--- src/rtl/fft_stage_ctrl_if.sv ---
// -----------------------------------------------------------------------------
// fft_stage_ctrl_if
// Handshake bundle between the FFT stage sequencer and its environment.
//   go         : request one full transform (sampled only while idle)
//   stall      : datapath back-pressure, holds butterfly issue while high
//   start      : one-cycle pulse marking the beginning of a stage
//   stage      : current stage index for the coefficient mapper
//   bfly_valid : butterfly issue strobe
//   bfly_idx   : index of the butterfly issued this cycle
//   busy       : high whenever the sequencer is not idle
//   done       : one-cycle pulse after the final stage has drained
// master = environment side (drives go/stall), slave = sequencer side.
// -----------------------------------------------------------------------------
interface fft_stage_ctrl_if;
  logic       go;
  logic       stall;
  logic       start;
  logic [1:0] stage;
  logic       bfly_valid;
  logic [2:0] bfly_idx;
  logic       busy;
  logic       done;

  modport master (
    output go, stall,
    input  start, stage, bfly_valid, bfly_idx, busy, done
  );

  modport slave (
    input  go, stall,
    output start, stage, bfly_valid, bfly_idx, busy, done
  );
endinterface

--- src/rtl/fft_stage_ctrl.sv ---
// -----------------------------------------------------------------------------
// fft_stage_ctrl
// Sequences one FFT transform: for each of N_STAGES stages it pulses start,
// issues N_BFLY butterflies (honouring stall), waits DRAIN_LAT cycles for the
// datapath pipeline to empty, then moves on; a done pulse closes the transform.
// Ports:
//   clk : clock, all state updates on the rising edge
//   rst : synchronous active-high reset
//   bus : fft_stage_ctrl_if.slave (go/stall in; start, stage, bfly_valid,
//         bfly_idx, busy, done out)
// All outputs are registers or decodes of the registered state, so go and
// stall never reach an output combinationally.
// -----------------------------------------------------------------------------
module fft_stage_ctrl #(
  parameter int N_STAGES  = 4,
  parameter int N_BFLY    = 8,
  parameter int DRAIN_LAT = 2
) (
  input  logic             clk,
  input  logic             rst,
  fft_stage_ctrl_if.slave  bus
);

  typedef enum logic [2:0] {
    S_IDLE,
    S_LAUNCH,
    S_ISSUE,
    S_DRAIN,
    S_DONE
  } state_t;

  localparam logic [1:0] LAST_STAGE = 2'(N_STAGES - 1);
  localparam logic [2:0] LAST_IDX   = 3'(N_BFLY - 1);
  localparam logic [2:0] DRAIN_LAST = (DRAIN_LAT > 0) ? 3'(DRAIN_LAT - 1) : 3'd0;

  state_t     state_q;
  logic [1:0] stage_q;
  logic       bfly_valid_q;
  logic [2:0] bfly_idx_q;
  logic [2:0] drain_cnt_q;

  always_ff @(posedge clk) begin
    if (rst) begin
      state_q      <= S_IDLE;
      stage_q      <= '0;
      bfly_valid_q <= 1'b0;
      bfly_idx_q   <= '0;
      drain_cnt_q  <= '0;
    end else begin
      case (state_q)
        S_IDLE: begin
          stage_q <= '0;
          if (bus.go) state_q <= S_LAUNCH;
        end

        // The first butterfly of a stage always issues right after LAUNCH:
        // stall is ignored during LAUNCH, so the edge leaving it never holds.
        S_LAUNCH: begin
          state_q      <= S_ISSUE;
          bfly_valid_q <= 1'b1;
          bfly_idx_q   <= '0;
        end

        // bfly_idx_q always holds the most recently issued index here, so a
        // stall keeps it frozen and the next issue is simply idx+1.
        S_ISSUE: begin
          if (bfly_valid_q && (bfly_idx_q == LAST_IDX)) begin
            bfly_valid_q <= 1'b0;
            bfly_idx_q   <= '0;
            if (DRAIN_LAT == 0) begin
              if (stage_q == LAST_STAGE) begin
                state_q <= S_DONE;
              end else begin
                stage_q <= stage_q + 2'd1;
                state_q <= S_LAUNCH;
              end
            end else begin
              state_q     <= S_DRAIN;
              drain_cnt_q <= DRAIN_LAST;
            end
          end else if (bus.stall) begin
            bfly_valid_q <= 1'b0;
          end else begin
            bfly_valid_q <= 1'b1;
            bfly_idx_q   <= bfly_idx_q + 3'd1;
          end
        end

        S_DRAIN: begin
          if (drain_cnt_q != 3'd0) begin
            drain_cnt_q <= drain_cnt_q - 3'd1;
          end else if (stage_q == LAST_STAGE) begin
            state_q <= S_DONE;
          end else begin
            stage_q <= stage_q + 2'd1;
            state_q <= S_LAUNCH;
          end
        end

        // go seen here is deliberately dropped; a new transform needs go
        // sampled in the following IDLE cycle.
        S_DONE: begin
          state_q <= S_IDLE;
          stage_q <= '0;
        end

        default: begin
          state_q <= S_IDLE;
        end
      endcase
    end
  end

  assign bus.start      = (state_q == S_LAUNCH);
  assign bus.busy       = (state_q != S_IDLE);
  assign bus.done       = (state_q == S_DONE);
  assign bus.stage      = stage_q;
  assign bus.bfly_valid = bfly_valid_q;
  assign bus.bfly_idx   = bfly_idx_q;

endmodule
--- src/flat_wrapper.sv ---
// flat-port wrapper written by rule: the top's interface ports become plain ports
module fft_stage_ctrl_flat 
#(
  parameter int N_STAGES  = 4,
  parameter int N_BFLY    = 8,
  parameter int DRAIN_LAT = 2
)
  (clk, rst, bus_go, bus_stall, bus_start, bus_stage, bus_bfly_valid, bus_bfly_idx, bus_busy, bus_done);
  fft_stage_ctrl_if bus_i ();
  input  logic clk;
  input  logic rst;
  input wire logic [$bits(bus_i.go)-1:0] bus_go;
  input wire logic [$bits(bus_i.stall)-1:0] bus_stall;
  output wire logic [$bits(bus_i.start)-1:0] bus_start;
  output wire logic [$bits(bus_i.stage)-1:0] bus_stage;
  output wire logic [$bits(bus_i.bfly_valid)-1:0] bus_bfly_valid;
  output wire logic [$bits(bus_i.bfly_idx)-1:0] bus_bfly_idx;
  output wire logic [$bits(bus_i.busy)-1:0] bus_busy;
  output wire logic [$bits(bus_i.done)-1:0] bus_done;
  assign bus_i.go = bus_go;
  assign bus_i.stall = bus_stall;
  assign bus_start = bus_i.start;
  assign bus_stage = bus_i.stage;
  assign bus_bfly_valid = bus_i.bfly_valid;
  assign bus_bfly_idx = bus_i.bfly_idx;
  assign bus_busy = bus_i.busy;
  assign bus_done = bus_i.done;
  fft_stage_ctrl #(.N_STAGES(N_STAGES), .N_BFLY(N_BFLY), .DRAIN_LAT(DRAIN_LAT)) u_core (.clk(clk), .rst(rst), .bus(bus_i));
endmodule
--- config.mk ---
export PLATFORM = sky130hd
export DESIGN_NAME = fft_stage_ctrl_flat
export DESIGN_NICKNAME = d
export VERILOG_FILES = /design/src/rtl/fft_stage_ctrl_if.sv /design/src/rtl/fft_stage_ctrl.sv /design/src/flat_wrapper.sv
export SDC_FILE = /design/constraint.sdc
export NUM_CORES = 1
export LEC_CHECK = 0
export ABC_AREA = 0
export CAP_MARGIN = 15
export CORE_MARGIN = 2
export CORE_UTILIZATION = 35
export CTS_BUF_LIST = sky130_fd_sc_hd__clkbuf_16
export CTS_CLUSTER_DIAMETER = 30
export DETAILED_ROUTE_END_ITERATION = 6
export PLACE_DENSITY = 0.6
export SLEW_MARGIN = 5
export SYNTH_ARGS = -nofsm -noshare
export SYNTH_HDL_FRONTEND = slang
export SYNTH_SLANG_ARGS = --single-unit
export TNS_END_PERCENT = 1
--- constraint.sdc ---
create_clock -name clk -period 1.9 [get_ports clk]
set_input_delay 0.285 -clock clk [delete_from_list [all_inputs] [get_ports clk]]
set_output_delay 0.285 -clock clk [all_outputs]
set_load 0.01 [all_outputs]
==> out/qor.txt <==
Metal-1 WL: 775 um
Worst Path Arrival: 1.55 ns
nets: 104
flop-to-flop setup slack: 0.41 ns
Inserted Diodes: 0
Clk pin slew, worst setup/hold paths: 0.04 ns
Cell variety after synth: 34
design area: 945 um^2
Slew @ Worst Pin: 0.331 ns
Most used DFF post-synth: dfxtp_1
Residual DRC: 0
Detail Placement HPWL: 1140 um
Area growth syn-to-layout: 37.0%
Die Y-Extent: 48.4 um
post-route antenna net violation count: 0
Clock Skews: 0.00200 ns
first-pass GRT wire length: 2590 um
RD Place Congestion: 0.797
DRT Pass-1 Iters: 5
CP Launch Type: register
cell taking the most area after synthesis: dfxtp_1
fillers: 190
met3 routed WL: 60 um
Mapped Area: 689 um^2
post-DR wirelength/cell: 12.7 um
Seq/Total Area, Yosys: 0.348
RSZ-0062 raised after global routing: false
max-cap violations: 0
Reg-to-Reg Start: u_core.drain_cnt_q[0]
outcome: finished, final reports clean
Final Hold Viols: 0
Post-synth ARST share: 0
uppermost layer routed: met4
Syn Inst Count: 77
largest net degree at the start of global routing: 15
hold slack: 0.486 ns
fmax: 544 MHz
Worst Hold Depth: 2
number of global-route vias before repair: 580
TNS Setup: 0 ns
setup violators final: 0
worst path cell trace: buf_4, or3_1, clkdlybuf4s50_1
CTS Hold Bufs: 0
sw power: 179 uW
worst min-delay path category: register to register
Ports: 13
pwr dens: 827 nW/um^2
Longest Clk Path Bufs: 2
H-Tree Depth: 1
yosys warns: 0
P_leak: 0.345 nW
R2R depth: 5
Clock Sinks: 12
CTS root buffer: clkbuf_16
CP peak stage delay: 0.48 ns
Placed Area: 860 um^2
synth top area cells: dfxtp_1 (35%), ha_1 (9.1%), a21oi_1 (5.8%)
Initial Util: 0.362
Slowest-stage cell, CP: clkdlybuf4s50_1
Comb pwr share: 0.154
GRT overflow: 0
maximum VDD drop: 894 uV
fin cells: 121
Clk pwr share: 0.496
final worst path period need: 1.84 ns
Buffers on Ports: 12
required time of the critical path: 1.62 ns
Crit Path Class: register to output port
CTS tree: yes
initial antenna violation count: 0
Sequential Power Share: 0.350
Vias/cell: 5.45
number of synthesized flops with an enable pin: 0
Syn Nets: 86
reg-to-reg endpoint: u_core.drain_cnt_q[1]
Sw Share: 0.229
Clock Latency Late Sink: 0.24 ns
DR iter-0 viols: 9
std cell rows: 16
Worst Setup EP: bus_busy
final wirelength: 1540 um
Seq cells post-synth: 12
core footprint: 1900 um^2
final max-slew violation count: 0
most frequent cells in the layout: dfxtp_1 (12), clkdlybuf4s50_1 (11), a21oi_1 (8)
met2 wire len: 682 um
commonest non-fill, non-tap cell in the layout: dfxtp_1
share of the synthesized area in the top cell type: 0.348
placed insts: 117
total CTS buffers: 3
Die Wd: 48.4 um
Worst setup EP type: output port
die outline area: 2340 um^2
synthesized area per cell: 8.95 um^2
via count: 660
layout cells sized above 1: 0.117
total track usage: 0.142
Final period util: 0.967
final core utilization: 0.497
Internal Pwr Total: 602 uW
Slew headroom: 0.779
peak fanout along the critical path: 14
worst setup path start: u_core.state_q[2]
area by class of cell:
class	instances	area, um^2	share of cell area
inverters	3	11.3	0.0119
clock inverters	1	3.75	0.00397
flip-flops and latches	12	240	0.254
repair buffers	17	156	0.166
clock buffers	3	75.1	0.0795
well taps	27	33.8	0.0358
multi-input cells	58	424	0.449
registers in the layout (all words and copies together) (netlist names):
signal	cells
u_core.state_q	3
u_core.bus.bfly_valid	1
u_core.bus.bfly_idx	3
u_core.drain_cnt_q	3
u_core.bus.stage	2
how the worst min path moves through the flow:
stage                     startpoint               endpoint  slack (ns)
2_1_floorplan  u_core.drain_cnt_q[0]  u_core.drain_cnt_q[0]        0.46
3_3_place_gp     u_core.bus.stage[1]    u_core.bus.stage[1]        0.48
3_5_place_dp     u_core.bus.stage[1]    u_core.bus.stage[1]        0.48
4_1_cts          u_core.bus.stage[1]    u_core.bus.stage[1]        0.49
5_1_grt          u_core.bus.stage[0]    u_core.bus.stage[0]        0.53
6_report         u_core.bus.stage[1]    u_core.bus.stage[1]        0.49
power by group through the flow:
stage,Combinational [mW],Sequential (mW),Clock [mW]
after floorplan,0.0659,0.280,0
after global placement,0.119,0.277,0
after detailed placement,0.119,0.277,0
after CTS,0.117,0.274,0.395
after global routing,0.133,0.275,0.402
final,0.120,0.274,0.387
through the flow:
stage | power, mW | setup slack [ns]
floorplan | 0.346 | 0.538
global placement | 0.396 | 0.255
detailed placement | 0.396 | 0.222
CTS | 0.785 | 0.0321
global route | 0.810 | 0.0106
finish | 0.781 | 0.0627
worst max-delay path: cells and delay by family (launching register included):
kind,cells,cell delay [ns]
simple gates,1,0.37
flops,1,0.30
buf+inv,2,0.65
cells by family after synthesis:
group / count (synthesis) / share of synthesized area
adder cells (fa/ha/maj): 5 / 0.0907
AND/OR/NAND/NOR: 28 / 0.263
AO/OA/AOI/OAI: 24 / 0.238
buffers and inverters: 7 / 0.0472
flip-flops: 12 / 0.348
XOR/XNOR: 1 / 0.0127
synthesized netlist by cell type (3+ instances only):
master and n:
nand4b_1 3, dfxtp_1 12, ha_1 5, o31ai_1 4
a21oi_1 8, inv_1 3, nand2b_1 4
metal layers:
| layer | vias to the layer above | global-route usage |
|---|---|---|
| met2 | 14 | 0.213 |
| met1 | 303 | 0.190 |
| met4 | 0 | 0.0571 |
| met3 | 5 | 0.0463 |
| met5 | - | 0 |
| li1 | 338 | - |
repair_timing:
item	4_1_cts	5_1_grt
buffers inserted	0	0
endpoints found under the setup margin	1	1
gates resized for setup	1	2
Note: power is estimated with default switching activity, not from simulation.
